--- src/rtl/inst_fetch_queue.sv ---
// inst_fetch_queue: instruction fetch front end for the in-order shift-register pipeline.
// It walks a program counter and fetches words over a req/ack handshake into a prefetch FIFO.
// It issues the FIFO head on inst, with enable marking the cycles the pipeline advances.
//
// Ports:
//   clk, rst                 rising-edge clock, synchronous active-high reset
//   start, start_addr        leave IDLE and begin fetching at start_addr
//   flush, flush_addr        drop buffered and in-flight words, redirect fetch to flush_addr
//   stall                    downstream hold; suppresses issue
//   mem_req, mem_addr        registered fetch request and address (mem_addr is the PC)
//   mem_ack, mem_rdata       memory response, sampled only while mem_req is high
//   inst, enable             FIFO head (0 when empty) and pipeline advance / FIFO pop
//   fifo_count               FIFO occupancy
module inst_fetch_queue #(
    parameter int unsigned IW    = 9,
    parameter int unsigned AW    = 8,
    parameter int unsigned DEPTH = 4
) (
    input  logic                     clk,
    input  logic                     rst,
    input  logic                     start,
    input  logic [AW-1:0]            start_addr,
    input  logic                     flush,
    input  logic [AW-1:0]            flush_addr,
    input  logic                     stall,
    output logic                     mem_req,
    output logic [AW-1:0]            mem_addr,
    input  logic                     mem_ack,
    input  logic [IW-1:0]            mem_rdata,
    output logic [IW-1:0]            inst,
    output logic                     enable,
    output logic [$clog2(DEPTH):0]   fifo_count
);

    localparam int unsigned PW = $clog2(DEPTH);
    localparam int unsigned CW = PW + 1;

    typedef enum logic [1:0] {
        IDLE = 2'd0,
        REQ  = 2'd1,
        HOLD = 2'd2
    } fetchState_t;

    fetchState_t   state;
    fetchState_t   stateNext;
    logic [AW-1:0] pc;
    logic [AW-1:0] pcNext;
    logic [IW-1:0] fifoMem [DEPTH];
    logic [PW-1:0] wrPtr;
    logic [PW-1:0] rdPtr;
    logic [CW-1:0] count;
    logic [CW-1:0] countAfter;
    logic          pushEn;
    logic          clearFifo;

    assign mem_addr   = pc;
    assign fifo_count = count;
    assign inst       = (count != '0) ? fifoMem[rdPtr] : '0;

    // Next-state, PC and FIFO control; flush outranks every other event.
    always_comb begin
        stateNext  = state;
        pcNext     = pc;
        clearFifo  = 1'b0;
        enable     = (count != '0) && !stall && !flush;
        pushEn     = (state == REQ) && mem_req && mem_ack && !flush;
        countAfter = count + CW'(pushEn) - CW'(enable);

        case (state)
            IDLE: begin
                if (flush) begin
                    stateNext = REQ;
                    pcNext    = flush_addr;
                    clearFifo = 1'b1;
                end else if (start) begin
                    stateNext = REQ;
                    pcNext    = start_addr;
                end
            end
            REQ: begin
                if (flush) begin
                    pcNext    = flush_addr;
                    clearFifo = 1'b1;
                end else if (pushEn) begin
                    pcNext = pc + AW'(1);
                    // Stop requesting once this push fills the FIFO.
                    if (countAfter == CW'(DEPTH)) begin
                        stateNext = HOLD;
                    end
                end
            end
            HOLD: begin
                if (flush) begin
                    stateNext = REQ;
                    pcNext    = flush_addr;
                    clearFifo = 1'b1;
                end else if (enable) begin
                    // A pop frees a slot; request again from the next cycle.
                    stateNext = REQ;
                end
            end
            default: begin
                stateNext = IDLE;
            end
        endcase
    end

    // State, PC, request and FIFO bookkeeping registers.
    always_ff @(posedge clk) begin
        if (rst) begin
            state   <= IDLE;
            pc      <= '0;
            mem_req <= 1'b0;
            wrPtr   <= '0;
            rdPtr   <= '0;
            count   <= '0;
        end else begin
            state   <= stateNext;
            pc      <= pcNext;
            mem_req <= (stateNext == REQ);
            if (clearFifo) begin
                wrPtr <= '0;
                rdPtr <= '0;
                count <= '0;
            end else begin
                if (pushEn) begin
                    wrPtr <= wrPtr + PW'(1);
                end
                if (enable) begin
                    rdPtr <= rdPtr + PW'(1);
                end
                count <= countAfter;
            end
        end
    end

    // FIFO storage; contents are only meaningful below the occupancy count.
    always_ff @(posedge clk) begin
        if (pushEn) begin
            fifoMem[wrPtr] <= mem_rdata;
        end
    end

endmodule

--- config.mk ---
export PLATFORM = sky130hd
export DESIGN_NAME = inst_fetch_queue
export DESIGN_NICKNAME = d
export VERILOG_FILES = /design/src/rtl/inst_fetch_queue.sv
export SDC_FILE = /design/constraint.sdc
export NUM_CORES = 1
export LEC_CHECK = 0
export BUFFER_PORTS_ARGS = -buffer_cell sky130_fd_sc_hd__buf_2
export CAP_MARGIN = 20
export CORE_MARGIN = 4
export CORE_UTILIZATION = 61
export CTS_BUF_LIST = sky130_fd_sc_hd__clkbuf_4 sky130_fd_sc_hd__clkbuf_8
export DETAILED_ROUTE_END_ITERATION = 8
export PLACE_DENSITY = 0.91
export RECOVER_POWER = 50
export SLEW_MARGIN = 10
export SYNTH_ARGS = -nofsm -noshare
export SYNTH_HDL_FRONTEND = slang
export SYNTH_SLANG_ARGS = --single-unit
export TNS_END_PERCENT = 1
--- constraint.sdc ---
create_clock -name clk -period 4.79 [get_ports clk]
set_input_delay 0.958 -clock clk [delete_from_list [all_inputs] [get_ports clk]]
set_output_delay 0.958 -clock clk [all_outputs]
set_load 0.02 [all_outputs]
After elaboration in Yosys (flattened, before gate mapping) --
Memory sizes are Yosys's and may differ from the RTL's. A register that Yosys moved wholly into a read port is not among the register bits. Cells that the tools add are included.
Cells by class: equal/unequal tests 7, reduce and logical (&&, ||, !) cells 13, add/subtract/negate cells 5, multiplexer cells 21
Operator list (count):
- $mux W8 | 5
- $pmux W8 S3 | 1
- $mux W2 | 9
- $mux W9 | 1
- $add A8 B1 Y8 const B | 1
- $ne A3 B3 Y1 const B | 2
- $pmux W2 S3 | 1
- $reduce_bool A3 Y1 | 2
- $logic_and A1 B1 Y1 | 5
- $add A2 B1 Y2 const B | 2
- $eq A2 B1 Y1 const B | 2
- $mux W1 | 4
- $reduce_and A4 Y1 | 1
- $add A3 B1 Y3 | 1
- $eq A3 B3 Y1 const B | 1
- $reduce_or A3 Y1 | 1
- $sub A3 B1 Y3 | 1
- $eq A2 B2 Y1 const B | 1
- $logic_not A1 Y1 | 2
- $logic_not A2 Y1 | 1
- $ne A2 B2 Y1 const B | 1
- $reduce_or A2 Y1 | 1
Word-level totals: memory bits (writable) 36, memories kept 1, input bits 31, output and inout bits 22, register bits 18, word-level logic and storage cells 53
Memories:
- fifoMem | words 4, bits a word 9, rd ports 1, clocked after Yosys merged registers in 1, wr ports 1, line 48 | logic [IW-1:0] fifoMem [DEPTH];

Longest topological paths before layout --
Gate-level depths: netlist of the first run.
word-level depth 12, gate-level depth with buffers 15, mapped depth without buffers 14

Worst setup path before layout of the first run --
Ideal clock, no wire load.
path type in2reg, from in flush, to reg mem_req, required time 4724 ps, setup time 66 ps, path buffers 2, cell stages on the path 13, data arrival time 3463 ps, setup slack 1261 ps, path through buf_4 buf_2 nor3_2 ha_1 inv_1 ha_1 inv_1 fa_1 xor2_1 xnor2_1 o21ai_2 a211oi_2 a21boi_2
On the way: elaborated cells on any way between the ends 14, classes of those cells add/sub (2); eq/ne (2); mux (7); reduce/logical (3)
RTL lines:
- start, declared | line 23 | input logic flush,
- $logic_not A1 Y1 * | line 65 | enable = (count != '0) && !stall && !flush;
- $logic_and A1 B1 Y1 * | line 65
- named net enable | line 31 | output logic enable,
- $sub A3 B1 Y3 | line 67 | countAfter = count + CW'(pushEn) - CW'(enable);
- $eq A3 B3 Y1 | line 87 | if (countAfter == CW'(DEPTH)) begin
- $mux W2 | line 87
- $mux W2 | line 84 | end else if (pushEn) begin
- $mux W2 | line 81 | if (flush) begin
- $pmux W2 S3 * | line 69 | case (state)
- $eq A2 B1 Y1 * | line 120 | mem_req <= (stateNext == REQ);
- end signal, assigned | line 120
- end, declared | line 26 | output logic mem_req,
The timed path passes the listed nets; every way through them passes the cells marked *. A chain may end at the register's enable or synchronous reset.

Worst setup path after layout of the first run --
from in flush, to reg mem_req
On the way: longest elaborated chain between the ends 10, elaborated cells on any way between the ends 14, classes of those cells add/sub (2); eq/ne (2); mux (7); reduce/logical (3)
RTL lines:
- $logic_not A1 Y1 | line 65, 66
- $logic_and A1 B1 Y1 | line 66 | pushEn = (state == REQ) && mem_req && mem_ack && !flush;
- $add A3 B1 Y3 | line 67
- $sub A3 B1 Y3 | line 67
- $eq A3 B3 Y1 | line 87
- $mux W2 | line 87
- $mux W2 | line 84
- $mux W2 | line 81
- $pmux W2 S3 * | line 69
- $eq A2 B1 Y1 * | line 120
Every way passes the cells marked *; elsewhere a longest branch is shown, timed or not.

==> metrics.yaml, run 1 <==
synth_flop_cell: "edfxtp_1"
die_h_um: 75.41
track_usage_pct: 19.07
clock_skew_ns: 0.006405
synth_area_leaders: "edfxtp_1 39%, dfxtp_1 14%, mux4_2 7.3%"
n_antenna_cell: 0
max_slew_margin_pct: 21.09
crit_path_frequent_cell: "inv_1"
synth_seq_cells: 56
cap_viol_max_count: 0
synth_area_leader_cell: "edfxtp_1"
status: "finished clean"
num_io_pins: 53
dieArea_mm2: 0.005686
ys_seq_area_share_pct: 53.45
ant_nets: 0
path_class: "in2reg"
fin_crit_ns: 3.444
reg2regPathDepth: 14
start_util_pct: 63.21
antenna_found_initial: 0
yosysTopAreaCellShare_pct: 39.01
synth_edf_count: 36
syn-instance-count: 242
finalWirelength_um: 5089
place_ws_ns: 1.016
p_leak_nw: 1.119
cts-resized-gates: 0
fillers: 327
grt_max_degree: 38
final_nets: 332
htreeDepth: 2
post-route-period-util_pct: 71.91
wl_per_cell_um: 14.88
ctsHoldBuffers: 0
portBuffers: 52
max_freq_ghz: 0.2903
clk-insertion-delay-late_ns: 0.30
cts-root-buf: "clkbuf_8"
num_vias: 1929
rsz0062_at_grt: "no"
hold_depth: 2
worstPathArrival_ns: 3.69
cp_slowest_cell: "and4b_1"
cp-end-kind: "flip-flop"
drcViolationCount: 0
design_area_mm2: 0.003093
hp-start: "mem_addr[4]"
drtIter0Drc: 137
rrSetupSlack_ns: 1.47
path_max_fanout: 37
tns_ns: 0
min_to: "mem_addr[4]"
routed_via_density: 5.640
die_w_um: 75.41
required_ns: 5.04
grt_pass1_wl_um: 8259
cts.clk_slew.worst_paths_ns: 0.10
reg2reg_from: "state[1]"
place_area_mm2: 0.003038
hold_violations: 0
cts_setup_buffers: 0
gp_congestion: 0.8799
r2r-end: "mem_req"
synth.distinct_cells: 43
hpwlAfterDp_um: 3808
synth_nets: 285
clockBufferDepth: 2
cp-start-kind: "primary input"
vdd_drop_max_mv: 0.1729
fin_ws_ns: 1.346
cts_tree: "done"
worstPathCellList: "buf_2 -> and4b_1 -> inv_1 -> ha_1 -> inv_1 -> ha_1 -> inv_1 -> fa_1 -> xor2_1 -> xnor2_1 -> o21ai_2 -> a211oi_2 -> a21boi_2"
synth_area_mm2: 0.002771
syn-mean-instance-area_um2: 11.45
drt-pass1-iter-count: 4
layout-area-overhead-vs-synth_pct: 11.60
report.final.setup_viol: 0
grt_pass1_vias: 1801
worstMarginPinSlew_ns: 1.171
slew_viol_final: 0
cts_buffers: 5
hp-class: "reg2reg"
powerDensity_mw_per_mm2: 298.8
cts.sinks: 56
yosys_warnings: 0
grt-ovfl-total: 0
max_stage_delay_ns: 0.50
core_region_area_mm2: 0.004384
ys_async_sr_fraction_pct: 0
fp-row-count: 24
post-route-util_pct: 70.55
drive_gt1_share_pct: 18.62
worst max-delay path, delay by kind of cell:
kind | cells | cell delay [ns]
AO/OA/AOI/OAI | 3 | 0.51
XOR/XNOR | 2 | 0.43
adder cells (fa/ha/maj) | 3 | 0.79
buffers and inverters | 4 | 0.50
AND/OR/NAND/NOR | 1 | 0.50
sequential cells by signal (all words and copies together) (netlist names), named ones only:
signal      cells
wrPtr           2
state           2
mem_addr        8
rdPtr           2
mem_req         1
fifoMem        36
fifo_count      3
through the flow:
stage | total power [mW] | std cells | hold WS [ns]
after floorplan | 0.6419 | 242 | 0.4658
after global placement | 0.6831 | 334 | 0.4857
after detailed placement | 0.6863 | 334 | 0.4866
after CTS | 0.9365 | 342 | 0.5010
after global routing | 0.9704 | 342 | 0.5451
final | 0.9242 | 342 | 0.5001
area by class of cell:
cell class,instances,area [µm²],share of cell area (%)
clock buffers,5,68.82,2.225
clock inverters,3,21.27,0.6877
inverters,13,48.80,1.578
multi-input cells,160,1166,37.70
flip-flops and latches,56,1481,47.90
well taps,52,65.06,2.104
repair buffers,53,241.5,7.807
logic make-up (layout without fill, tap and decap cells):
logic type	count (synthesis)	count (layout)	share of synthesized area, %
DFF	56	56	53.45
buffers and inverters	26	74	4.153
AOI/OAI and AO/OA	53	53	12.05
and+or+nand+nor	77	77	14.49
xor gates and xnor gates	9	9	2.844
adders and majority gates	12	12	5.688
muxes	9	9	7.314
cell usage after synthesis, types with 2 or more instances:
cell,number
edfxtp_1,36
dfxtp_1,20
a21oi_1,19
nand2_1,16
nor2_1,16
inv_1,13
nor2b_1,13
o21ai_0,12
ha_1,11
nand3_1,11
mux4_2,9
a211oi_1,5
buf_2,5
clkbuf_1,5
xnor2_1,5
and2_1,4
and2b_1,4
xor2_1,4
nor3_1,3
o211ai_1,3
o21a_1,3
and3_1,2
nand4_1,2
o21ai_2,2
metal layers:
metal | track usage, % | up-vias | part of all wire (%)
li1 | - | 966 | -
met4 | 4.272 | 0 | 0.71
met3 | 3.958 | 5 | 6.2
met5 | 0 | - | 0
met2 | 33.46 | 65 | 50
met1 | 24.37 | 893 | 43
layout by cell type (no fill, tap or decap), types with 2 or more instances in the layout:
cell type	instances
a211oi_1	5
a21oi_1	19
and2_1	4
and2b_1	4
and3_1	2
buf_2	31
clkbuf_1	21
clkbuf_8	5
dfxtp_1	20
edfxtp_1	36
ha_1	11
inv_1	13
mux4_2	9
nand2_1	16
nand3_1	11
nand4_1	2
nor2_1	16
nor2b_1	13
nor3_1	4
o211ai_1	3
o21a_1	3
o21ai_0	13
xnor2_1	5
xor2_1	4
worst max-delay path by stage:
stage,startpoint,end,slack [ns]
2_1_floorplan,flush,mem_req,1.26
3_3_place_gp,flush,mem_req,1.16
3_5_place_dp,flush,mem_req,1.02
4_1_cts,flush,mem_req,1.33
5_1_grt,flush,mem_req,1.11
6_report,flush,mem_req,1.35
where the power goes:
| group | switching (mW) | total (mW) | internal [mW] |
|---|---|---|---|
| combinational | 0.0807 | 0.131 | 0.0501 |
| sequential | 0.0150 | 0.540 | 0.525 |
| clock | 0.149 | 0.253 | 0.104 |
Note: power is estimated with default switching activity, not from simulation.
==> inputs of run 2 (changes only) <==
--- a/config.mk
+++ b/config.mk
@@ -8,10 +8,10 @@
 export BUFFER_PORTS_ARGS = -buffer_cell sky130_fd_sc_hd__buf_2
 export CAP_MARGIN = 20
 export CORE_MARGIN = 4
-export CORE_UTILIZATION = 61
+export CORE_UTILIZATION = 57
 export CTS_BUF_LIST = sky130_fd_sc_hd__clkbuf_4 sky130_fd_sc_hd__clkbuf_8
 export DETAILED_ROUTE_END_ITERATION = 8
-export PLACE_DENSITY = 0.91
+export PLACE_DENSITY = 0.86
 export RECOVER_POWER = 50
 export SLEW_MARGIN = 10
 export SYNTH_ARGS = -nofsm -noshare
==> constraint.sdc (replaced) <==
create_clock -name clk -period 3.24 [get_ports clk]
set_input_delay 0.648 -clock clk [delete_from_list [all_inputs] [get_ports clk]]
set_output_delay 0.648 -clock clk [all_outputs]
set_load 0.02 [all_outputs]
==> run 2 against run 1 <==
  * Critical path type is now reg2reg
  * Clock-buffer cell count unchanged
  * Critical path depth up 1
  * Combinational power grew 51%
  * Power grew 50%
==> metrics.yaml, run 2 (same netlist as run 1, synthesis figures left out) <==
place_ws_ns: 0.2653
report.final.setup_viol: 0
portBuffers: 52
vdd_drop_max_mv: 0.3027
layout-area-overhead-vs-synth_pct: 13.45
worstPathArrival_ns: 3.01
cp_slowest_cell: "fa_1"
crit_path_frequent_cell: "inv_1"
required_ns: 3.49
cp-start-kind: "flip-flop"
gp_congestion: 0.8416
ctsHoldBuffers: 0
status: "finished clean"
powerDensity_mw_per_mm2: 439.6
hold_slack_ns: 0.5225
grt-ovfl-total: 0
cts.sinks: 56
cts.clk_slew.worst_paths_ns: 0.10
largest_reg_flops: 36
max_slew_margin_pct: 55.05
cap_viol_max_count: 0
finalWirelength_um: 5505
grt_pass1_vias: 1915
post-route-period-util_pct: 85.31
fin_ws_ns: 0.4760
largest_register: "fifoMem"
die_h_um: 77.73
max_freq_ghz: 0.3618
grt_pass1_wl_um: 9315
routed_via_density: 5.440
post-route-util_pct: 66.57
cts_setup_buffers: 0
drtIter0Drc: 139
rsz0062_at_grt: "no"
cts_tree: "done"
cts_buffers: 5
fp-row-count: 25
num_vias: 1964
start_util_pct: 58.68
max_stage_delay_ns: 0.37
track_usage_pct: 19.55
hp-class: "reg2reg"
n_antenna_cell: 0
final_nets: 336
drt-pass1-iter-count: 4
instances_no_fill: 361
wl_per_cell_um: 15.25
crit_family: "adder cells"
htreeDepth: 2
crit_buf_inv: 4
hold_violations: 0
path_max_fanout: 3
num_io_pins: 53
worstMarginPinSlew_ns: 0.6738
clk-insertion-delay-late_ns: 0.31
clockBufferDepth: 2
p_leak_nw: 1.137
drcViolationCount: 0
cp-end-kind: "flip-flop"
cts-resized-gates: 0
core_region_area_mm2: 0.004723
dieArea_mm2: 0.006042
worstPathCellList: "inv_1 -> ha_1 -> and4b_1 -> inv_1 -> ha_1 -> inv_1 -> ha_1 -> inv_1 -> fa_1 -> xor2_1 -> xnor2_1 -> o21ai_2 -> a211oi_2 -> a21boi_2"
ant_nets: 0
antenna_found_initial: 0
fin_crit_ns: 2.764
rrSetupSlack_ns: 0.48
final_cell_mix: "36 x edfxtp_1, 31 x buf_2, 23 x clkbuf_1, 20 x dfxtp_1, 19 x a21oi_1"
cts-root-buf: "clkbuf_8"
dp.cells: 353
tns_ns: 0
hpwlAfterDp_um: 4006
grt_max_degree: 36
clock_skew_ns: 0.007840
path_class: "reg2reg"
drive_gt1_share_pct: 19.73
final_common_cell: "edfxtp_1"
die_w_um: 77.73
slew_viol_final: 0
run 2: metal layers:
metal  vias up  global-route usage, %  wire length, µm  part of all wire (%)
met1       903                  26.69             2388                    43
met5         -                      0                0                     0
met3         8                  4.176              364                   6.6
met4         0                  5.694               59                   1.1
li1        977                      -                -                     -
met2        76                  31.42             2693                    49
run 2: area by class of cell:
type / count / area, µm²
flip-flops and latches: 56 / 1481
inverters: 13 / 48.80
multi-input cells: 160 / 1175
repair buffers: 57 / 264.0
fillers: 369 / 1579
well taps: 67 / 83.83
clock buffers: 5 / 68.82
clock inverters: 3 / 22.52
run 2: worst register-to-register path, cell delays in order, from the launching register on:
cell and delay [ns]:
dfxtp_1 0.34, inv_1 0.10, ha_1 0.18, and4b_1 0.21
inv_1 0.06, ha_1 0.26, inv_1 0.05, ha_1 0.12
inv_1 0.05, fa_1 0.37, xor2_1 0.17, xnor2_1 0.27
o21ai_2 0.11, a211oi_2 0.23, a21boi_2 0.18
run 2: final timing paths:
kind / from / to / depth (start not counted)
max reg2reg: state[1] / mem_req / 14
min reg2reg: mem_addr[4] / mem_addr[4] / 2
max: state[1] / mem_req / 14
min: mem_addr[4] / mem_addr[4] / 2
run 2: power breakdown:
group / switching [mW] / total, mW / internal (mW)
registers: 0.0236 / 0.800 / 0.777
clock network: 0.228 / 0.383 / 0.155
logic: 0.122 / 0.198 / 0.0769
run 2: per-stage QoR:
stage               cell area [µm²]  total power, mW
detailed placement             3087            1.019
floorplan                      2771           0.9490
CTS                            3178            1.399
global route                   3144            1.455
global placement               3087            1.014
finish                         3144            1.382
